$ cat src/rtl/pipe_skid_stage.sv
// Two-entry skid buffer stage: a main register drives out_data, a skid register
// absorbs one extra beat so in_ready depends on registered state only.
module pipe_skid_stage #(
  parameter int WIDTH          = 32,
  parameter int CLEAR_ON_FLUSH = 1,
  parameter int CNT_W          = 16
) (
  input  logic             CLK,
  input  logic             nRST,
  input  logic             flush,
  input  logic             in_valid,
  output logic             in_ready,
  input  logic [WIDTH-1:0] in_data,
  output logic             out_valid,
  input  logic             out_ready,
  output logic [WIDTH-1:0] out_data,
  output logic [1:0]       occupancy,
  output logic [CNT_W-1:0] stall_cnt
);

  // Handshake: a beat transfers on a rising edge where valid & ready are both 1;
  // valid never waits for ready, and ready/valid here come from state_q only.
  typedef enum logic [1:0] {
    ST_EMPTY = 2'd0,
    ST_ONE   = 2'd1,
    ST_FULL  = 2'd2
  } state_t;

  state_t           state_q, state_d;
  logic [WIDTH-1:0] main_q, main_d;
  logic [WIDTH-1:0] skid_q, skid_d;
  logic [CNT_W-1:0] stall_cnt_q, stall_cnt_d;
  logic             in_fire, out_fire;

  assign in_ready  = (state_q != ST_FULL);
  assign out_valid = (state_q != ST_EMPTY);
  assign out_data  = main_q;
  assign stall_cnt = stall_cnt_q;
  assign in_fire   = in_valid & in_ready;
  assign out_fire  = out_valid & out_ready;

  always_comb begin
    occupancy = 2'd0;
    case (state_q)
      ST_ONE:  occupancy = 2'd1;
      ST_FULL: occupancy = 2'd2;
      default: occupancy = 2'd0;
    endcase
  end

  always_comb begin
    state_d = state_q;
    main_d  = main_q;
    skid_d  = skid_q;
    if (flush) begin
      // Flush overrides both handshakes; any offered beat is dropped.
      state_d = ST_EMPTY;
      if (CLEAR_ON_FLUSH != 0) begin
        main_d = '0;
        skid_d = '0;
      end
    end else begin
      case (state_q)
        ST_EMPTY: begin
          if (in_fire) begin
            main_d  = in_data;
            state_d = ST_ONE;
          end
        end
        ST_ONE: begin
          if (in_fire && out_fire) begin
            main_d = in_data;
          end else if (in_fire) begin
            skid_d  = in_data;
            state_d = ST_FULL;
          end else if (out_fire) begin
            state_d = ST_EMPTY;
          end
        end
        ST_FULL: begin
          if (out_fire) begin
            main_d  = skid_q;
            state_d = ST_ONE;
          end
        end
        default: state_d = ST_EMPTY;
      endcase
    end
  end

  // Stall counter saturates and deliberately survives flush.
  always_comb begin
    stall_cnt_d = stall_cnt_q;
    if (out_valid && !out_ready && (stall_cnt_q != '1)) begin
      stall_cnt_d = stall_cnt_q + CNT_W'(1);
    end
  end

  always_ff @(posedge CLK or negedge nRST) begin
    if (!nRST) begin
      state_q     <= ST_EMPTY;
      main_q      <= '0;
      skid_q      <= '0;
      stall_cnt_q <= '0;
    end else begin
      state_q     <= state_d;
      main_q      <= main_d;
      skid_q      <= skid_d;
      stall_cnt_q <= stall_cnt_d;
    end
  end

endmodule

$ cat config.mk
export PLATFORM = sky130hd
export DESIGN_NAME = pipe_skid_stage
export DESIGN_NICKNAME = d
export VERILOG_FILES = /design/src/rtl/pipe_skid_stage.sv
export SDC_FILE = /design/constraint.sdc
export NUM_CORES = 1
export LEC_CHECK = 0
export CAP_MARGIN = 20
export CORE_MARGIN = 3
export CORE_UTILIZATION = 52
export CTS_BUF_LIST = sky130_fd_sc_hd__clkbuf_8
export CTS_CLUSTER_SIZE = 20
export DETAILED_ROUTE_END_ITERATION = 10
export GPL_ROUTABILITY_DRIVEN = 0
export PLACE_DENSITY = 0.83
export SYNTH_ARGS = -nofsm -noshare
export SYNTH_HDL_FRONTEND = slang
export SYNTH_SLANG_ARGS = --single-unit
$ cat constraint.sdc
create_clock -name CLK -period 2.05 [get_ports CLK]
set_input_delay 0.41 -clock CLK [delete_from_list [all_inputs] [get_ports CLK]]
set_output_delay 0.41 -clock CLK [all_outputs]
set_load 0.02 [all_outputs]
==> impl_metrics.toml, run 1 <==
[synth]
syn_avg_cell_area_um2 = 10.5
synthArstFlopShare_pct = 100
synth-seq-cells = 82
synth_area_leaders = "dfrtp_1 53%, nand2_1 9.9%, mux2i_1 8.3%"
ys.flop_type = "dfrtp_1"
syn_area_um2 = 3850
synth_edf_count = 0
synth_warnings = 0
ys_types = 41
seq_area_frac_synth_pct = 53.3
synthCells = 368
synth.top_cell.area_share_pct = 53.3
synth_largest_area_cell = "dfrtp_1"
synth_fp_nets = 406

[pwr]
p_leak_nw = 2.08
power_density_nw_per_um2 = 745
p_comb_share_pct = 21.3
switching_share_pct = 28.7
p_clk_share_pct = 29.2
peakVddDrop_uv = 486
power.switching_mw = 1.08
seqPwrFrac_pct = 49.6
p_int_mw = 2.67
p_total_mw = 3.75

[final_layout]
area_growth_pct = 30.8
fin_util_pct = 72.1
fill_cells = 545
nets = 493
drive_gt1_share_pct = 10.9
layoutNonFillerInstCount = 554
antenna_cells = 0

[detailed_routing]
drt_iter0_drc = 251
vias_per_cell = 5.47
drc_errors = 0
via_count = 3031
firstDrtPassIters = 4
avgRoutedWirePerCell_um = 15.8
ant_nets = 0
drt-total-wl_um = 8770

[cts]
cts_buffers = 9
cts_tree = "built"
cts_max_path_buffers = 2
clk_latency_ps = 330
cts_root_buf = "clkbuf_8"
path_clk_slew_ps = 80
cts.sinks = 82
htree_levels = 3

[timing]
period_share_pct = 92.4
rsz0062_at_grt = "no"
setup_violations = 0
fmax_mhz = 528
finalSetupTns_ps = 0
slew_violations = 0
slew_headroom_pct = 55.9
finalWorstSetupSlack_ps = 156
finalHoldViolations = 0
period_minus_slack_ps = 1890
skew_ps = 10.3
tightest_slew_ps = 662

[setup_path]
slowest_delay_ps = 670
critical_path.slowest_cell = "clkdlybuf4s50_1"
worst-path-stages = 1
timing_worst_setup_path_type = "flip-flop to primary output"
crit_chain = "clkdlybuf4s50_1"
worst_ep_required_time_ps = 1640
cp.arrival_ps = 1480
cp_num_buf_inv = 1
cp-end-kind = "primary output"
crit_fanout = 7
critPathTopFamily = "buffers and inverters"
cp-start-kind = "flip-flop"
worst_r2r_path_depth = 5

[placed_design]
pre_cts_ws_ps = -25.7
hpwl_um = 5840
placed_cells = 539
io_buffers = 88

[global_routing]
antenna_found_initial = 0
gr-total-overflow = 0
track_usage_pct = 21.6
grt_use_met1_pct = 28.5
grt.met3_usage_pct = 4.18
grt_pass1_vias = 3017
grt.met2_usage_pct = 35.6
grt_pass1_wl_um = 14600
grt-busiest-layer = "met2"
grt_start_max_net_pins = 67

[worst_hold_path]
hold_class = "input pin to asynchronous set/reset pin"

[floorplanning]
die_w_um = 92.0
start_util_pct = 55.1
io_pins = 89
coreArea_um2 = 6980
die_area_um2 = 8470
placementRows = 30
die_h_um = 92.0

[status]
outcome = "completed"

[run]
maxCapViolCount = 0
## cells by family after synthesis
group                    share of synthesized area (%)
AO/OA/AOI/OAI                                     12.3
XOR/XNOR                                          3.19
adder cells (fa/ha/maj)                          0.325
buffers and inverters                             4.29
flip-flops                                        53.3
multiplexers                                      9.10
AND/OR/NAND/NOR                                   17.5
## path summary, 6_finish.rpt
path                              start           end  slack, ps
max                        stall_cnt[8]  stall_cnt[8]        160
min                                nRST  stall_cnt[7]         10
max reg2reg                  state_q[1]  out_data[23]        250
min reg2reg                out_data[26]  out_data[26]        480
max in group asynchronous          nRST    skid_q[21]       1440
min in group CLK           out_data[26]  out_data[26]        480
## layout by cell type, fill, tap and decap left out, types with 2 or more instances in the layout
cell type,synthesis,final
buf_12,0,4
buf_4,1,10
dlymetal6s2s_1,0,2
o31ai_1,32,32
mux2_4,2,2
nor4_1,3,3
nand4_2,3,3
dfrtp_2,0,2
nor2_1,2,2
dlygate4sd2_1,0,2
clkdlybuf4s50_1,0,82
nor3_1,4,4
inv_1,2,2
xnor2_1,4,4
dfrtp_1,82,80
clkinvlp_4,0,3
nand2_1,101,101
mux2i_1,32,32
and4_1,2,2
xor2_1,10,10
or2_2,2,2
clkbuf_8,0,9
nand3_1,6,6
a21oi_1,35,35
## worst reg2reg max path: stages (launching register included)
cell and delay [ps]:
dfrtp_2 430, nor2b_4 190, buf_4 160, buf_4 480
mux2i_1 300, o31ai_1 90
## power by group through the flow
stage               registers, mW  clock network [mW]  logic, mW
floorplan                    2.00                   0      0.277
global placement             1.88                   0      0.787
detailed placement           1.89                   0      0.810
CTS                          1.86                1.13      0.811
global route                 1.88                1.20      0.857
finish                       1.86                1.09      0.799
## sequential cells by signal, summed over array words and instances, names as in the netlist
signal,cells
out_data,32
skid_q,32
stall_cnt,16
state_q,2
## cell type report
| class | instances | area, um^2 | area share [%] |
|---|---|---|---|
| timing repair buffer | 101 | 1020 | 20.3 |
| clock buffer | 9 | 124 | 2.46 |
| multi-input combinational | 259 | 1650 | 32.7 |
| tap | 96 | 120 | 2.39 |
| clock inverter | 5 | 57.6 | 1.14 |
| inverter | 2 | 7.51 | 0.149 |
| sequential | 82 | 2050 | 40.8 |
## cell usage after synthesis (2+ instances only)
master    count
and4_1        2
mux2i_1      32
mux2_4        2
nor2_1        2
clkbuf_1     11
nand4_2       3
nand3_1       6
o31ai_1      32
inv_1         2
nor3_1        4
buf_6         7
a21oi_1      35
xnor2_1       4
xor2_1       10
nor4_1        3
dfrtp_1      82
buf_2         6
nand2_1     101
or2_2         2
## metrics by stage
stage	instance area [um^2]	hold slack, ps
global route	5030	16.7
global placement	4840	368
floorplan	3850	114
detailed placement	4840	374
CTS	5030	2.79
finish	5030	10.3
## timing repair
item                                    in CTS  in global routing
endpoints found under the hold margin        0                  0
endpoints found under the setup margin       4                  2
setup buffers                                1                  0
pin swaps                                    0                  0
hold buffers                                 0                  0
resized for setup                            3                  3
## layer usage
| metal | share of wire (%) | wire [um] |
|---|---|---|
| met4 | 1.4 | 121 |
| met3 | 5.7 | 498 |
| met2 | 50 | 4390 |
| met1 | 43 | 3760 |
| met5 | 0 | 0 |
Power figures use the tool's default switching activity.
==> inputs of run 2 (changes only) <==
CORE_UTILIZATION = 50   (was 52)
PLACE_DENSITY = 0.8   (was 0.83)
clock period = 1.9 ns   (was 2.05 ns; I/O delays follow)
==> run 2 against run 1 <==
Effect of this change:
- worst hold slack improved by 470 ps
- clock-buffer cell count unchanged
- sequential share of layout area shrank 0.69 points
- utilization decreased by 2.6 points
- critical path type unchanged
- largest power group unchanged
==> impl_metrics.toml, run 2 (synthesized netlist as in run 1, its figures left out) <==
[status]
outcome = "completed"

[pwr]
p_comb_share_pct = 20.9
power.switching_mw = 1.24
switching_share_pct = 29.9
p_clk_share_pct = 30.8
p_total_mw = 4.16
p_int_mw = 2.91
seqPwrFrac_pct = 48.3
p_leak_nw = 2.14
power_density_nw_per_um2 = 812
peakVddDrop_uv = 883

[detailed_routing]
drt-total-wl_um = 8690
avgRoutedWirePerCell_um = 15.4
drt_iter0_drc = 119
firstDrtPassIters = 4
via_count = 3023
drc_errors = 0
vias_per_cell = 5.37
ant_nets = 0

[floorplanning]
placementRows = 31
io_pins = 89
die_area_um2 = 8790
coreArea_um2 = 7370
die_w_um = 93.7
start_util_pct = 52.2
die_h_um = 93.7

[setup_path]
cp_num_buf_inv = 1
critPathTopFamily = "buffers and inverters"
cp.arrival_ps = 1460
critical_path.slowest_cell = "clkdlybuf4s50_1"
crit_fanout = 5
slowest_delay_ps = 650
cp-end-kind = "primary output"
crit_chain = "clkdlybuf4s50_1"
worst_ep_required_time_ps = 1520
timing_worst_setup_path_type = "flip-flop to primary output"
cp-start-kind = "flip-flop"

[cts]
path_clk_slew_ps = 90
cts_tree = "built"
cts.sinks = 82
htree_levels = 3
cts_max_path_buffers = 2
post-cts-setup-buffers = 0
cts_buffers = 9
cts_root_buf = "clkbuf_8"
clk_latency_ps = 350

[worst_hold_path]
hold_class = "flip-flop to flip-flop"

[placed_design]
hpwl_um = 5870
placed_cells = 546
io_buffers = 88

[timing]
setup_violations = 0
rsz0062_at_grt = "no"
period_share_pct = 96.7
finalHoldViolations = 0
skew_ps = 13.3
slew_headroom_pct = 58.1
period_minus_slack_ps = 1840
tightest_slew_ps = 627
fmax_mhz = 544
slew_violations = 0

[final_layout]
fin_util_pct = 69.5
layout_common_cells = "101 x nand2_1, 79 x clkdlybuf4s50_1, 79 x dfrtp_1"
nets = 497
drive_gt1_share_pct = 12.1
layoutNonFillerInstCount = 563
area_growth_pct = 33.1
antenna_cells = 0
fill_cells = 542
final_common_cell = "nand2_1"

[global_routing]
grt_pass1_vias = 3020
antenna_found_initial = 0
grt_start_max_net_pins = 65
track_usage_pct = 20.6
grt_pass1_wl_um = 14300
gr-total-overflow = 0

[run]
maxCapViolCount = 0
[run 2: worst reg2reg max path, cell delays in order (launching register included)]
cell	delay [ps]
dfrtp_1	420
ha_1	260
nand4_4	180
nor4_4	240
buf_4	210
nor2_2	60
mux2_4	290
[run 2: path summary, 6_finish.rpt]
path	from	to	slack [ps]	cells after the start
setup / recovery	stall_cnt[3]	stall_cnt[3]	60	1
setup reg to reg	stall_cnt[1]	stall_cnt[1]	120	6
max in group asynchronous	nRST	state_q[0]	810	3
min in group asynchronous	nRST	skid_q[4]	520	2
hold / removal	out_data[28]	out_data[28]	480	2
hold reg to reg	out_data[28]	out_data[28]	480	2
[run 2: metal layers]
layer	wire, um	vias to the layer above	track usage [%]
li1	-	1463	-
met2	4360	80	34.3
met3	341	7	4.89
met5	0	-	0
met4	90	0	6.38
met1	3890	1473	26.7
[run 2: power groups by stage]
stage,sequential [mW],clock [mW],combinational (mW)
after floorplan,2.15,0,0.299
after global placement,2.03,0,0.857
after detailed placement,2.03,0,0.876
after CTS,2.00,1.30,0.879
after global routing,2.03,1.38,0.946
final,2.01,1.28,0.870
[run 2: area by class of cell]
| cell class | count | area (um^2) | area share, % |
|---|---|---|---|
| multi-input combinational | 259 | 1670 | 32.5 |
| timing repair buffer | 105 | 1070 | 20.9 |
| tap | 99 | 124 | 2.42 |
| clock inverter | 7 | 76.3 | 1.49 |
| clock buffer | 9 | 124 | 2.42 |
| inverter | 2 | 7.51 | 0.147 |
| sequential | 82 | 2060 | 40.1 |
[run 2: what timing repair did]
action | CTS | global route
resized for setup | 6 | 6
hold endpoints to repair | 33 | 0
hold buffers | 1 | 0
endpoints found under the setup margin | 4 | 8
[run 2: through the flow]
step | area [um^2] | worst slack, ps | hold WS [ps] | setup TNS [ps]
6_report | 5120 | 62.4 | 483 | 0
5_1_grt | 5120 | 2.67 | 504 | 0
4_1_cts | 5090 | 11.7 | 488 | 0
3_5_place_dp | 4880 | -121 | 362 | -3640
3_3_place_gp | 4880 | -53.1 | 361 | -1730
2_1_floorplan | 3850 | 21.7 | 84.4 | 0
